===== src/rtl/interrupt_controller.sv =====
// Memory-mapped interrupt controller: synchronises raw IRQ lines, latches them as pending,
// masks them with per-source and global enables and answers single-cycle bus requests.
module interrupt_controller #(
   parameter int NUM_SOURCES = 8,
   parameter int SYNC_STAGES = 2
) (
   input  logic                   clk,
   input  logic                   rst_n,
   input  logic                   read_request_i,
   input  logic                   write_request_i,
   output logic                   response_o,
   input  logic [31:0]            address_i,
   input  logic [31:0]            write_data_i,
   output logic [31:0]            read_data_o,
   input  logic [NUM_SOURCES-1:0] irq_sources_i,
   output logic                   interrupt_o
);
   localparam int N = NUM_SOURCES;

   typedef enum logic [2:0] {
      REG_PENDING = 3'd0,
      REG_ENABLE  = 3'd1,
      REG_MODE    = 3'd2,
      REG_CLAIM   = 3'd3,
      REG_GLOBAL  = 3'd4
   } reg_sel_e;

   logic [N-1:0] sync_q [SYNC_STAGES];
   logic [N-1:0] s_d_q;
   logic [N-1:0] pending_q, pending_d;
   logic [N-1:0] enable_q, enable_d;
   logic [N-1:0] mode_q, mode_d;
   logic         global_q, global_d;
   logic         response_q, response_d;
   logic         interrupt_q, interrupt_d;
   logic [31:0]  read_data_q, read_data_d;

   reg_sel_e     sel;
   logic         wr_en, rd_en;
   logic [N-1:0] s_now, rise, active;
   logic [N-1:0] w1c_clr, claim_clr;
   logic         claim_valid;
   logic [4:0]   claim_idx;
   logic [31:0]  claim_word, reg_rdata;
   logic         unused_bits;

   assign sel   = reg_sel_e'(address_i[4:2]);
   assign wr_en = write_request_i;
   // A simultaneous read and write is a write: no read data, no claim side effect.
   assign rd_en = read_request_i & ~write_request_i;

   assign s_now  = sync_q[SYNC_STAGES-1];
   assign rise   = s_now & ~s_d_q;
   assign active = pending_q & enable_q;

   assign unused_bits = ^{address_i[31:5], address_i[1:0], write_data_i[31:N]};

   always_ff @(posedge clk or negedge rst_n) begin
      if (!rst_n) begin
         for (int i = 0; i < SYNC_STAGES; i++) begin
            sync_q[i] <= '0;
         end
         s_d_q <= '0;
      end else begin
         sync_q[0] <= irq_sources_i;
         for (int i = 1; i < SYNC_STAGES; i++) begin
            sync_q[i] <= sync_q[i-1];
         end
         s_d_q <= s_now;
      end
   end

   // Lowest index wins: scan from the top so the last hit is the smallest index.
   always_comb begin
      claim_valid = 1'b0;
      claim_idx   = '0;
      for (int i = N - 1; i >= 0; i--) begin
         if (active[i]) begin
            claim_valid = 1'b1;
            claim_idx   = 5'(i);
         end
      end
   end

   assign claim_word = claim_valid ? {1'b1, 26'b0, claim_idx} : 32'h0;
   assign claim_clr  = (rd_en && sel == REG_CLAIM && claim_valid) ? (N'(1) << claim_idx) : '0;
   assign w1c_clr    = (wr_en && sel == REG_PENDING) ? write_data_i[N-1:0] : '0;

   always_comb begin
      reg_rdata = '0;
      case (sel)
         REG_PENDING: reg_rdata = 32'(pending_q);
         REG_ENABLE:  reg_rdata = 32'(enable_q);
         REG_MODE:    reg_rdata = 32'(mode_q);
         REG_CLAIM:   reg_rdata = claim_word;
         REG_GLOBAL:  reg_rdata = {31'b0, global_q};
         default:     reg_rdata = '0;
      endcase
   end

   always_comb begin
      enable_d    = enable_q;
      mode_d      = mode_q;
      global_d    = global_q;
      response_d  = read_request_i | write_request_i;
      read_data_d = rd_en ? reg_rdata : 32'h0;
      if (wr_en) begin
         case (sel)
            REG_ENABLE: enable_d = write_data_i[N-1:0];
            REG_MODE:   mode_d   = write_data_i[N-1:0];
            REG_GLOBAL: global_d = write_data_i[0];
            default:    ;
         endcase
      end
      // Edge sources: a new edge overrides any clear in the same cycle. Level sources follow s.
      pending_d   = (mode_q & ((pending_q & ~(w1c_clr | claim_clr)) | rise)) | (~mode_q & s_now);
      interrupt_d = global_q & (|active);
   end

   always_ff @(posedge clk or negedge rst_n) begin
      if (!rst_n) begin
         pending_q   <= '0;
         enable_q    <= '0;
         mode_q      <= '0;
         global_q    <= 1'b0;
         response_q  <= 1'b0;
         read_data_q <= '0;
         interrupt_q <= 1'b0;
      end else begin
         pending_q   <= pending_d;
         enable_q    <= enable_d;
         mode_q      <= mode_d;
         global_q    <= global_d;
         response_q  <= response_d;
         read_data_q <= read_data_d;
         interrupt_q <= interrupt_d;
      end
   end

   assign response_o  = response_q;
   assign read_data_o = read_data_q;
   assign interrupt_o = interrupt_q;

endmodule


===== config.mk =====
export PLATFORM = sky130hd
export DESIGN_NAME = interrupt_controller
export DESIGN_NICKNAME = d
export VERILOG_FILES = /design/src/rtl/interrupt_controller.sv
export SDC_FILE = /design/constraint.sdc
export NUM_CORES = 1
export LEC_CHECK = 0
export BUFFER_PORTS_ARGS = -buffer_cell sky130_fd_sc_hd__buf_2
export CAP_MARGIN = 20
export CORE_UTILIZATION = 51
export CTS_CLUSTER_SIZE = 40
export DETAILED_ROUTE_END_ITERATION = 10
export GPL_ROUTABILITY_DRIVEN = 0
export PLACE_DENSITY_LB_ADDON = 0.3
export SYNTH_ARGS = -nofsm -noshare
export SYNTH_HDL_FRONTEND = slang
export SYNTH_SLANG_ARGS = --single-unit

===== constraint.sdc =====
create_clock -name clk -period 2.7 [get_ports clk]
set_clock_uncertainty 0.15 [all_clocks]
set_input_delay 0.405 -clock clk [delete_from_list [all_inputs] [get_ports clk]]
set_output_delay 0.405 -clock clk [all_outputs]
set_load 0.1 [all_outputs]

==> impl_metrics.json, run 1 <==
{
  "via_per_inst": 4.977,
  "ctsLongestPathBuffers": 2,
  "cts_resized": 0,
  "nets": 346,
  "die_y_um": 73.11,
  "finalHoldViolations": 0,
  "synth_area_sq_mm": 0.002579,
  "die_area_sq_mm": 0.005344,
  "cp-start-kind": "input port",
  "drt_iter0_markers": 77,
  "drv_cap": 0,
  "p_leak_uw": 0.001415,
  "max_freq_mhz": 575.6,
  "ant_nets": 0,
  "grt_overflow_total": 0,
  "synth_edf_count": 0,
  "fin_setup_tns_ps": 0,
  "required_ps": 2780,
  "rsz0062_at_grt": "no",
  "grt_pass1_wl_mm": 7.527,
  "track_usage_pct": 20.01,
  "hp-class": "input port to flip-flop",
  "drv_slew": 0,
  "wl_per_cell_um": 13.43,
  "period_minus_slack_ps": 1737,
  "syn_inst": 225,
  "start_util_pct": 53.88,
  "relSlewSlack_pct": 55.73,
  "rrSetupSlack_ps": 1050,
  "critical_path.max_fanout": 13,
  "ir_worst_vdd_mv": 0.4574,
  "core_area_sq_mm": 0.004786,
  "clkLatencyLatePin_ps": 340,
  "cts_buffers": 9,
  "worstPathArrival_ps": 1810,
  "yosys_warnings": 0,
  "r2r_start": "pending_q[1]",
  "grt_max_degree": 25,
  "r2r_end": "pending_q[4]",
  "n_antenna_cell": 0,
  "portBuffers": 33,
  "drt_first_pass_iters": 4,
  "route.detailed.drc": 0,
  "place_hpwl_mm": 3.258,
  "place_area_sq_mm": 0.002745,
  "num_vias": 1697,
  "area_delta_synth_final_pct": 14.51,
  "cts_sinks": 60,
  "nFillCells": 398,
  "period_share_pct": 64.34,
  "clk_pin_slew_ps": 60,
  "hp-start": "irq_sources_i[7]",
  "rows": 25,
  "final_area_sq_mm": 0.002953,
  "setup_viol": 0,
  "yosysUniqueCellTypes": 37,
  "p_per_area_mw_per_mm2": 811.6,
  "cp-startpoint": "address_i[3]",
  "synth-main-ff-cell": "dfrtp_1",
  "status": "complete, no violations",
  "tritoncts": "yes",
  "crit_type": "input port to flip-flop",
  "antenna_found_initial": 0,
  "h-tree-depth": 3,
  "crit_end": "pending_q[4]",
  "ios": 110,
  "drive_gt1_share_pct": 26.28,
  "root_buffer": "clkbuf_8",
  "ys_seq_elements": 60,
  "worst_pin_slew_ps": 660.4,
  "wirelength_mm": 4.580,
  "r2r.worst_path.cells": 5,
  "avgSynthCellArea_sq_um": 11.46,
  "chipWidth_um": 73.11,
  "async_reset_ff_share_pct": 100.0,
  "grt_pass1_vias": 1622,
  "end_kind": "flip-flop",
  "ys_seq_area_share_pct": 58.22
}
## kinds of logic (layout without fill, tap and decap cells)
logic type,Yosys count,after routing,share of synthesized area (%)
multiplexers,25,25,10.53
AND/OR/NAND/NOR,72,72,13.25
other,1,23,0.1454
flip-flops,60,60,58.22
buffers and inverters,29,56,7.860
AO/OA/AOI/OAI,38,38,9.996
## how the worst min path moves through the flow
stage	end	cells past startpoint	slack, ps
after floorplan	enable_q[0]	0	-40
after global placement	s_now[3]	0	180
after detailed placement	s_now[1]	0	180
after CTS	sync_q[11]	1	7
after global routing	sync_q[10]	1	0.3
final	sync_q[15]	1	20
## metal layers
layer	vias up	track usage [%]	part of all wire [%]	wire length (um)
met5	-	0	0	0
met4	0	13.73	2.4	112
met3	12	6.354	7.7	351
met2	65	28.40	46	2099
met1	792	26.02	44	2018
li1	828	-	-	-
## power breakdown
| part | switching [uW] | internal (uW) |
|---|---|---|
| combinational | 383 | 169 |
| clock | 308 | 427 |
| sequential | 101 | 1010 |
## worst max-delay path, stage by stage
cell	delay (ps)
buf_2	320
nand3b_1	220
nor2_2	270
nand2_1	150
nand4b_1	230
a22o_1	210
## state kept, by name, summed over array words and instances (netlist names)
register	count
s_d_q	8
read_data_o	9
enable_q	8
interrupt_o	1
sync_q	8
mode_q	8
pending_q	8
response_o	1
s_now	8
global_q	1
## layout by cell type, fill, tap and decap left out, types with 2 or more instances in the layout
cell type      synthesis  routed
dlygate4sd3_1          0       2
nor2b_1                2       2
o21ai_0                3       3
a21oi_1               13      13
a31oi_1                2       2
dfrtp_1               60      60
conb_1                 1      23
buf_2                  3      33
a21o_1                 2       2
nor2_1                17      17
a22o_1                 7       7
a32oi_1                2       2
nand2_1               31      31
and2_1                 3       3
nand2b_1               4       4
clkbuf_8               0      13
mux2_2                17      17
inv_1                  2       2
mux2i_1                8       8
buf_4                 24       4
nand3_1                6       6
## synthesized netlist by cell type (3+ instances only)
library cell	n	area [sq um]
nor2_1	17	63.81
buf_2	3	15.01
nand2_1	31	116.4
a22o_1	7	61.31
mux2i_1	8	80.08
o21ai_0	3	15.01
and2_1	3	18.77
a21oi_1	13	65.06
mux2_2	17	191.4
buf_4	24	180.2
dfrtp_1	60	1501
nand2b_1	4	25.02
nand3_1	6	30.03
## metrics by stage
stage | std cells | setup WS [ps] | power (uW) | utilization, % | hold slack, ps
after floorplan | 247 | 1100 | 1576 | - | -40.59
after global placement | 324 | 644.4 | 1661 | 57.36 | 181.8
after detailed placement | 324 | 633.0 | 1675 | 57.36 | 184.7
after CTS | 340 | 997.6 | 2417 | 61.49 | 7.197
after global routing | 341 | 864.0 | 2526 | 61.70 | 0.2682
final | 341 | 962.8 | 2396 | 61.70 | 18.41
## timing repair
action | CTS | global route
buffers inserted | 0 | 0
hold buffers | 1 | 1
hold endpoints to repair | 22 | 1
## final cells by class
class                           instances  area [sq um]  share of cell area, %
Sequential cell                        60          1501                  50.85
Multi-Input combinational cell        158         957.2                  32.42
Timing Repair Buffer                   39         215.2                  7.288
Clock buffer                           14         182.7                  6.186
Tap cell                               67         83.83                  2.839
Inverter                                2         7.507                 0.2542
Clock inverter                          1         5.005                 0.1695
No activity file was read; power rests on OpenSTA's default activity.
==> inputs of run 2 (changes only) <==
Settings changed: CORE_UTILIZATION 51 to 47.
Clock period 2.7 ns to 1.8 ns, I/O delays scaled along.
==> run 2 against run 1 <==
  * Worst setup slack lost 800 ps
  * Critical path depth down 1
  * Total power increased by 69%
  * Sequential power increased by 49%
  * Sequential share of layout area decreased by 3.7 points
  * Largest cell class unchanged
  * Critical path type is now flip-flop to flip-flop
==> impl_metrics.json, run 2 (synthesized netlist as in run 1, its figures left out) <==
{
  "nFillCells": 443,
  "cts_buffers": 9,
  "p_leak_uw": 0.001525,
  "seqPwrFrac_pct": 40.9,
  "portBuffers": 33,
  "start_util_pct": 49.54,
  "period_minus_slack_ps": 1641,
  "wirelength_mm": 4.922,
  "finalHoldViolations": 0,
  "layout_common_cells": "dfrtp_1 (60), buf_2 (33), nand2_1 (31), conb_1 (23)",
  "tritoncts": "yes",
  "grt_max_degree": 61,
  "p_per_area_mw_per_mm2": 1268,
  "ctsLongestPathBuffers": 2,
  "setup_slack_ps": 159.2,
  "core_area_sq_mm": 0.005205,
  "hp-class": "input port to flip-flop",
  "track_usage_pct": 19.19,
  "cts_sinks": 60,
  "grt_pass1_wl_mm": 8.383,
  "h-tree-depth": 3,
  "post-place-ws_ps": 111.4,
  "drive_gt1_share_pct": 27.84,
  "ir_worst_vdd_mv": 0.5780,
  "status": "complete, no violations",
  "chipWidth_um": 76.07,
  "clkPwrFrac_pct": 37.2,
  "place_hpwl_mm": 3.414,
  "drv_slew": 0,
  "area_delta_synth_final_pct": 23.48,
  "largest_reg_flops": 9,
  "hold_slack_ps": 15.50,
  "grt_pass1_vias": 1794,
  "via_per_inst": 5.003,
  "rows": 26,
  "fin_setup_tns_ps": 0,
  "ant_nets": 0,
  "root_buffer": "clkbuf_8",
  "grt_overflow_total": 0,
  "finalPower_uw": 4039,
  "power.share.switching_pct": 30.86,
  "drv_cap": 0,
  "required_ps": 1870,
  "worstPathArrival_ps": 1710,
  "n_antenna_cell": 0,
  "antenna_found_initial": 0,
  "comb_power_share_pct": 21.9,
  "power.switching_uw": 1246,
  "nets": 362,
  "setup_viol": 0,
  "die_y_um": 76.07,
  "drt_first_pass_iters": 4,
  "ios": 110,
  "utilization_pct": 61.18,
  "post_cts_buffers": 0,
  "end_kind": "flip-flop",
  "max_freq_mhz": 609.5,
  "rrSetupSlack_ps": 160,
  "p_int_uw": 2793,
  "num_vias": 1806,
  "wl_per_cell_um": 13.63,
  "clkLatencyLatePin_ps": 330,
  "rsz0062_at_grt": "no",
  "cp-start-kind": "flip-flop",
  "clk_pin_slew_ps": 70,
  "period_share_pct": 91.15,
  "critical_path.max_fanout": 4,
  "route.detailed.drc": 0,
  "drt_iter0_markers": 106,
  "crit_type": "flip-flop to flip-flop",
  "layout_commonest_cell": "dfrtp_1",
  "die_area_sq_mm": 0.005787
}
## run 2: area by class of cell
| class | count | area, sq um | area share [%] |
|---|---|---|---|
| clock buffers | 12 | 155.1 | 4.872 |
| clock inverters | 4 | 95.09 | 2.986 |
| inverters | 2 | 7.507 | 0.2358 |
| multi-input cells | 158 | 957.2 | 30.06 |
| flip-flops and latches | 60 | 1501 | 47.15 |
| well taps | 70 | 87.58 | 2.750 |
| repair buffers | 55 | 380.4 | 11.95 |
## run 2: path summary, 6_finish.rpt
| check | endpoint | cells after the start | from |
|---|---|---|---|
| worst max-delay path | pending_q[4] | 5 | pending_q[3] |
| worst min-delay path | response_o | 2 | write_request_i |
| worst max register to register | pending_q[4] | 5 | pending_q[3] |
| worst min register to register | s_now[1] | 0 | sync_q[9] |
| max in group asynchronous | sync_q[9] | 3 | rst_n |
| min in group asynchronous | s_now[0] | 3 | rst_n |
## run 2: power by group through the flow
stage               combinational, uW  sequential, uW  clock [uW]
floorplan                         609            1760           0
global placement                  853            1670           0
detailed placement                865            1680           0
CTS                               883            1650        1540
global route                      959            1680        1590
finish                            883            1650        1500
## run 2: per-stage QoR
stage                     std cells  area (sq um)
final                           361          3184
after global routing            361          3184
after CTS                       361          3184
after detailed placement        335          2834
after global placement          335          2834
after floorplan                 247          2661
## run 2: worst max-delay path: stages, from the launching register on
cell,delay [ps]
dfrtp_1,420
a22o_1,260
nor2_1,130
nand2_1,140
nand4b_1,210
a22o_1,210
## run 2: repair_timing
item,4_1_cts,5_1_grt
hold buffers,10,0
hold endpoints to repair,69,0
gates resized for setup,0,0
## run 2: metal layers
| layer | vias up | wire length, um | GRT usage [%] |
|---|---|---|---|
| met2 | 59 | 2251 | 29.82 |
| met5 | - | 0 | 0 |
| met1 | 878 | 2252 | 24.16 |
| met4 | 0 | 153 | 12.69 |
| li1 | 857 | - | - |
| met3 | 12 | 265 | 4.311 |
